[config.mk]
export PLATFORM = sky130hd
export DESIGN_NAME = alnsft_lanes
export DESIGN_NICKNAME = d
export VERILOG_FILES = /design/src/rtl/alnsft_lanes.sv
export SDC_FILE = /design/constraint.sdc
export NUM_CORES = 2
export LEC_CHECK = 0
export CELL_PAD_IN_SITES_DETAIL_PLACEMENT = 0
export CELL_PAD_IN_SITES_GLOBAL_PLACEMENT = 1
export CORE_MARGIN = 5
export CORE_UTILIZATION = 25
export DETAILED_ROUTE_END_ITERATION = 12
export PLACE_DENSITY = 0.63
export SKIP_LAST_GASP = 1
export SLEW_MARGIN = 0
export SYNTH_ARGS = -nofsm -noshare
export SYNTH_HDL_FRONTEND = slang
export SYNTH_SLANG_ARGS = --single-unit
[constraint.sdc]
create_clock -name clk -period 4.7 [get_ports clk]
set_input_delay 0.94 -clock clk [delete_from_list [all_inputs] [get_ports clk]]
set_output_delay 0.94 -clock clk [all_outputs]
set_load 0.005 [all_outputs]
[src/rtl/alnsft_lanes.sv]
// Multi-lane alignment shifter with per-lane accumulators.
//
// Two-stage pipeline: S1 holds the accepted command, S2 holds the aligned result.
// All accumulator reads and writes happen when S1 advances into S2, so commands
// commit strictly in order and a LOAD is visible to the very next ALIGN.
//
// Ports:
//   clk        clock, all state on the rising edge
//   reset      synchronous active-low reset
//   in_valid   command present          in_ready   command accepted when both high
//   cmd        0 LOAD, 1 ALIGN, 2 SHIFTACC, 3 CLEAR
//   lane_en    per-lane enable mask
//   acc_in     load data, lane i at [i*ACCW +: ACCW]
//   sft        unsigned right-shift amounts, lane i at [i*SFTW +: SFTW]
//   out_valid  result present           out_ready  result consumed when both high
//   aln        aligned mantissas, lane i at [i*(ACCW+1) +: ACCW+1], sticky in bit 0
//   ovf        per lane: shift amount exceeded ACCW
//   acc_o      current accumulator contents
module alnsft_lanes #(
  parameter int unsigned LANES = 4,
  parameter int unsigned ACCW  = 48,
  parameter int unsigned SFTW  = 6
) (
  input  logic                        clk,
  input  logic                        reset,
  input  logic                        in_valid,
  output logic                        in_ready,
  input  logic [1:0]                  cmd,
  input  logic [LANES-1:0]            lane_en,
  input  logic [LANES*ACCW-1:0]       acc_in,
  input  logic [LANES*SFTW-1:0]       sft,
  output logic                        out_valid,
  input  logic                        out_ready,
  output logic [LANES*(ACCW+1)-1:0]   aln,
  output logic [LANES-1:0]            ovf,
  output logic [LANES*ACCW-1:0]       acc_o
);

  localparam int unsigned ExtW = ACCW + 1;

  typedef enum logic [1:0] {
    CmdLoad     = 2'd0,
    CmdAlign    = 2'd1,
    CmdShiftAcc = 2'd2,
    CmdClear    = 2'd3
  } cmd_e;

  // S1 command register
  logic                     s1_v_q, s1_v_d;
  cmd_e                     cmd_q, cmd_d;
  logic [LANES-1:0]         en_q, en_d;
  logic [LANES*ACCW-1:0]    acc_in_q, acc_in_d;
  logic [LANES*SFTW-1:0]    sft_q, sft_d;

  // Architectural accumulators
  logic [ACCW-1:0]          acc_q [LANES];
  logic [ACCW-1:0]          acc_d [LANES];

  // S2 result register
  logic                     out_valid_q, out_valid_d;
  logic [LANES*ExtW-1:0]    aln_q, aln_d;
  logic [LANES-1:0]         ovf_q, ovf_d;

  logic                     is_ctl;
  logic                     adv;
  logic                     accept;
  logic                     produce;

  // Returns {ovf, aln} for one lane.
  function automatic logic [ExtW:0] align_lane(input logic [ACCW-1:0] acc,
                                               input logic [SFTW-1:0] amt);
    logic [ExtW-1:0] ext;
    logic [ExtW-1:0] mask;
    int unsigned     amt_w;
    int unsigned     s;
    logic            sticky;
    logic            ovf_b;
    ext    = {acc, 1'b0};
    amt_w  = 32'(amt);
    s      = (amt_w > ExtW) ? ExtW : amt_w;
    // A full-width shift wraps the mask to all ones, so everything goes to sticky.
    mask   = (ExtW'(1) << s) - ExtW'(1);
    sticky = |(ext & mask);
    ovf_b  = (amt_w > ACCW);
    return {ovf_b, (ext >> s) | ExtW'(sticky)};
  endfunction

  // LOAD/CLEAR never produce a result, so they may advance past a stalled S2.
  always_comb begin
    is_ctl   = (cmd_q == CmdLoad) || (cmd_q == CmdClear);
    adv      = s1_v_q && (is_ctl || !out_valid_q || out_ready);
    in_ready = !s1_v_q || adv;
    accept   = in_valid && in_ready;
    produce  = adv && !is_ctl;
  end

  always_comb begin
    s1_v_d   = s1_v_q;
    cmd_d    = cmd_q;
    en_d     = en_q;
    acc_in_d = acc_in_q;
    sft_d    = sft_q;
    if (accept) begin
      s1_v_d   = 1'b1;
      cmd_d    = cmd_e'(cmd);
      en_d     = lane_en;
      acc_in_d = acc_in;
      sft_d    = sft;
    end else if (adv) begin
      s1_v_d = 1'b0;
    end
  end

  always_comb begin
    out_valid_d = out_valid_q;
    aln_d       = aln_q;
    ovf_d       = ovf_q;
    for (int i = 0; i < LANES; i++) begin
      logic [ExtW:0]   res;
      logic [SFTW-1:0] amt;
      int unsigned     sacc;
      amt       = sft_q[i*SFTW +: SFTW];
      res       = align_lane(acc_q[i], amt);
      sacc      = (32'(amt) > ACCW) ? ACCW : 32'(amt);
      acc_d[i]  = acc_q[i];
      if (produce) begin
        aln_d[i*ExtW +: ExtW] = en_q[i] ? res[ExtW-1:0] : '0;
        ovf_d[i]              = en_q[i] ? res[ExtW] : 1'b0;
      end
      if (adv && en_q[i]) begin
        unique case (cmd_q)
          CmdLoad:     acc_d[i] = acc_in_q[i*ACCW +: ACCW];
          CmdClear:    acc_d[i] = '0;
          CmdShiftAcc: acc_d[i] = acc_q[i] >> sacc;
          CmdAlign:    acc_d[i] = acc_q[i];
          default:     acc_d[i] = acc_q[i];
        endcase
      end
    end
    if (produce) begin
      out_valid_d = 1'b1;
    end else if (out_valid_q && out_ready) begin
      out_valid_d = 1'b0;
    end
  end

  always_ff @(posedge clk) begin
    if (!reset) begin
      s1_v_q      <= 1'b0;
      cmd_q       <= CmdLoad;
      en_q        <= '0;
      acc_in_q    <= '0;
      sft_q       <= '0;
      out_valid_q <= 1'b0;
      aln_q       <= '0;
      ovf_q       <= '0;
      for (int i = 0; i < LANES; i++) begin
        acc_q[i] <= '0;
      end
    end else begin
      s1_v_q      <= s1_v_d;
      cmd_q       <= cmd_d;
      en_q        <= en_d;
      acc_in_q    <= acc_in_d;
      sft_q       <= sft_d;
      out_valid_q <= out_valid_d;
      aln_q       <= aln_d;
      ovf_q       <= ovf_d;
      for (int i = 0; i < LANES; i++) begin
        acc_q[i] <= acc_d[i];
      end
    end
  end

  always_comb begin
    for (int i = 0; i < LANES; i++) begin
      acc_o[i*ACCW +: ACCW] = acc_q[i];
    end
  end

  assign out_valid = out_valid_q;
  assign aln       = aln_q;
  assign ovf       = ovf_q;

endmodule
==> key figures <==
Run status
  • Status: finished, final reports clean

STA
  • Worst Slack Setup Final: 0.813 ns
  • Crit share post-route: 82.7%
  • Worst Tran Pin Value: 1.20 ns
  • # setup viols final: 0
  • RSZ-0062 raised after global routing: no
  • Clock skew: 0.0399 ns
  • TNS Setup: 0 ns
  • Hold Fails Final Rpt: 0
  • Max Transition Viols Final: 0
  • Achievable Freq: 0.257 GHz
  • Minimum clock period: 3.89 ns
  • Relative slew slack: 20.0%

CTS
  • TritonCTS clock tree: done
  • TritonCTS Buffers: 79
  • Worst-Skew Late Latency: 0.73 ns
  • # hold bufs at CTS: 0
  • H-tree depth: 3
  • Clock-pin slew on the worst setup and hold paths: 0.06 ns
  • Clk sink count: 616
  • CTS resizes: 0
  • Clock tree buffer depth: 3
  • Post-CTS setup buffers: 0
  • Clk root buf: clkbuf_16

Synth
  • Area share of fa/ha/maj cells after synthesis: 0.224%
  • FFs w/ async S/R, synth: 0%
  • Post-synth EDFFs: 0
  • Top FF cell, synth: dfxtp_1
  • Simple-gate share of the synthesized area: 23.2%
  • Syn Area/Cell: 7.15 um^2
  • Syn Inst Count: 6,108
  • Yosys top cell by area: dfxtp_1
  • Flops & latches, synth: 616
  • Post-synth top area share: 28.2%
  • Largest family of logic cells by synthesized area: compound AO/OA/AOI/OAI gates
  • Yosys warns: 0
  • Synth unique cells: 111
  • Syn_nets: 6,341
  • Top cells by count, synth: nand2_1 (1,101), a21oi_1 (623), dfxtp_1 (616)
  • Post-Syn Area: 43,700 um^2
  • Post-synthesis sequential area ratio: 28.2%
  • Area fraction in compound gates after synthesis: 34.1%
  • Synth top area cells: dfxtp_1 (28%), nand2_1 (9.5%), a21oi_1 (7.1%), o21ai_0 (5.0%), mux2i_1 (4.4%)
  • Mux cell area share after synthesis: 6.76%
  • Area share of xor/xnor cells in the synthesized design: 0.542%
  • Count leader, synth: nand2_1

Worst setup path
  • CP arrival: 4.54 ns
  • Worst Reg2Reg Path Length in Cells: 9
  • Stages on the worst setup path: 9
  • Startpoint types: flop
  • CP top delay family: compound AO/OA/AOI/OAI gates
  • Critical Path Max Stage Delay: 0.71 ns
  • Critical Path Start: sft_q[0]
  • CP max-delay cell: a2bb2oi_2
  • Worst EP required: 5.35 ns
  • Worst R2R Start: sft_q[0]
  • Worst-path maximum fanout: 23
  • WP buf/inv: 1
  • Crit. End Element: flop
  • CP Cell Sequence: buf_4, a2bb2oi_2, nor2_1, nor4_1, a21oi_1, o31ai_1, a31oi_1, a2111oi_0, a211o_1
  • WS Path Type: reg2reg

Floorplan
  • # rows: 153
  • Die H: 428 um
  • Num ports: 620
  • Die area: 183,000 um^2
  • Core box area: 174,000 um^2
  • Starting Density: 25.1%
  • Die span in x: 428 um

Detailed routing
  • Residual DRC: 0
  • Pre-antenna DRT Iters: 6
  • Vias per cell: 6.05
  • DRT Wirelength: 282 mm
  • Iter 0 DRT Violations: 6,573
  • Vias post-DR: 53,839
  • Per-cell routed wire length: 31.8 um
  • Final antenna-violating net count: 0

Cells and area
  • Fin cells: 8,895
  • Final nets: 6,724
  • P&R area growth vs syn: 27.2%
  • Layout cell share with drive strength beyond 1: 10.2%

Placement
  • Pre-CTS setup slack: 0.849 ns
  • Post-Place Cells: 8,735
  • GP Congestion: 1.01
  • Placed wire-length estimate: 207 mm
  • IO Port Bufs: 619

Run
  • Max-cap viol count: 0

Min path
  • Worst Hold Depth: 2
  • Hold WC Path Type: reg2reg
  • Hold_sp: aln[23]

Power and ir drop
  • LEAKAGE: 19.5 nW
  • Pwr Density: 286 nW/um^2
  • Worst vdd rail ir drop: 0.223 mV

Global routing
  • First-pass GRT wire length: 397 mm
  • Largest net degree at the start of global routing: 183
  • Initial antenna violation count: 26
  • Total gr overflow: 0
  • Number of global-route vias before repair: 50,397
  • Overall routing resource usage: 29.0%
power by group:
part           switching, mW  leakage [nW]  internal (mW)
clock                   2.73          1.28           3.64
combinational           2.52          13.2           1.30
sequential             0.318          5.02           5.37
total                   5.57          19.5           10.3
layout by cell type, fill, tap and decap left out, types with 25 or more instances in the layout:
master	count
nand4_1	35
nor2_1	424
nand2b_1	36
a22o_1	49
o22ai_1	54
nor3b_1	35
a221oi_1	132
buf_4	310
clkbuf_16	82
nor3_1	135
a32oi_1	42
buf_12	25
a22oi_1	120
o21ai_0	434
and3_1	38
a21oi_1	623
mux2_2	54
o32ai_1	32
a21o_1	25
o211ai_1	64
dfxtp_1	599
a31oi_1	132
a311oi_1	45
nor4_1	28
a211oi_1	134
nand3_1	174
clkdlybuf4s50_1	618
and2_1	44
mux2i_1	193
inv_1	36
o31ai_1	26
nor2b_1	123
nand2_1	1096
cell type report:
class	instances	area, um^2
multi-input combinational	4800	28400
tap	2325	2910
antenna	17	42.5
fill	18958	118000
sequential	616	12400
clock inverter	38	397
inverter	41	161
clock buffer	105	2230
timing repair buffer	953	9010
kinds of logic (layout without fill, tap and decap cells):
kind of cell	count (synthesis)	count (layout)
AO/OA/AOI/OAI	2233	2233
XOR/XNOR	27	27
adder cells (fa/ha/maj)	8	8
buffers and inverters	692	1137
flip-flops	616	616
AND/OR/NAND/NOR	2266	2266
multiplexers	266	266
other	0	17
through the flow:
step                      hold slack [ns]  utilization [%]  power [mW]  cell area [um^2]
after floorplan                     0.432                -        7.69             43700
after global placement              0.433             30.4        9.52             52900
after detailed placement            0.430             30.4        9.50             52900
after CTS                           0.438             31.9        15.9             55500
after global routing                0.468             31.9        16.4             55500
final                               0.435             32.0        15.9             55500
per-layer routing:
metal	track usage, %	vias up	wire (um)	share of wire [%]
met5	0	-	30	0.011
met4	16.2	4	18100	6.4
met3	5.32	709	22900	8.1
met2	45.6	3160	126000	45
met1	37.6	26589	115000	41
li1	-	23377	-	-
sequential cells by signal, summed over array words and instances, names as in the netlist, 2 cells and up:
| signal | flops |
|---|---|
| aln | 196 |
| cmd_q | 2 |
| acc_q | 192 |
| ovf | 4 |
| sft_q | 24 |
| en_q | 4 |
| acc_in_q | 192 |
worst paths after layout:
check             endpoint  slack [ns]
hold / removal     aln[23]        0.44
setup / recovery    aln[0]        0.81
hold reg to reg    aln[23]        0.44
setup reg to reg    aln[0]        0.81
tightest hold or removal path, stage by stage, from the launching register on:
cell,delay [ns]
dfxtp_1,0.31
nand2_1,0.05
nand2_1,0.04
No activity file was read; power rests on OpenSTA's default activity.
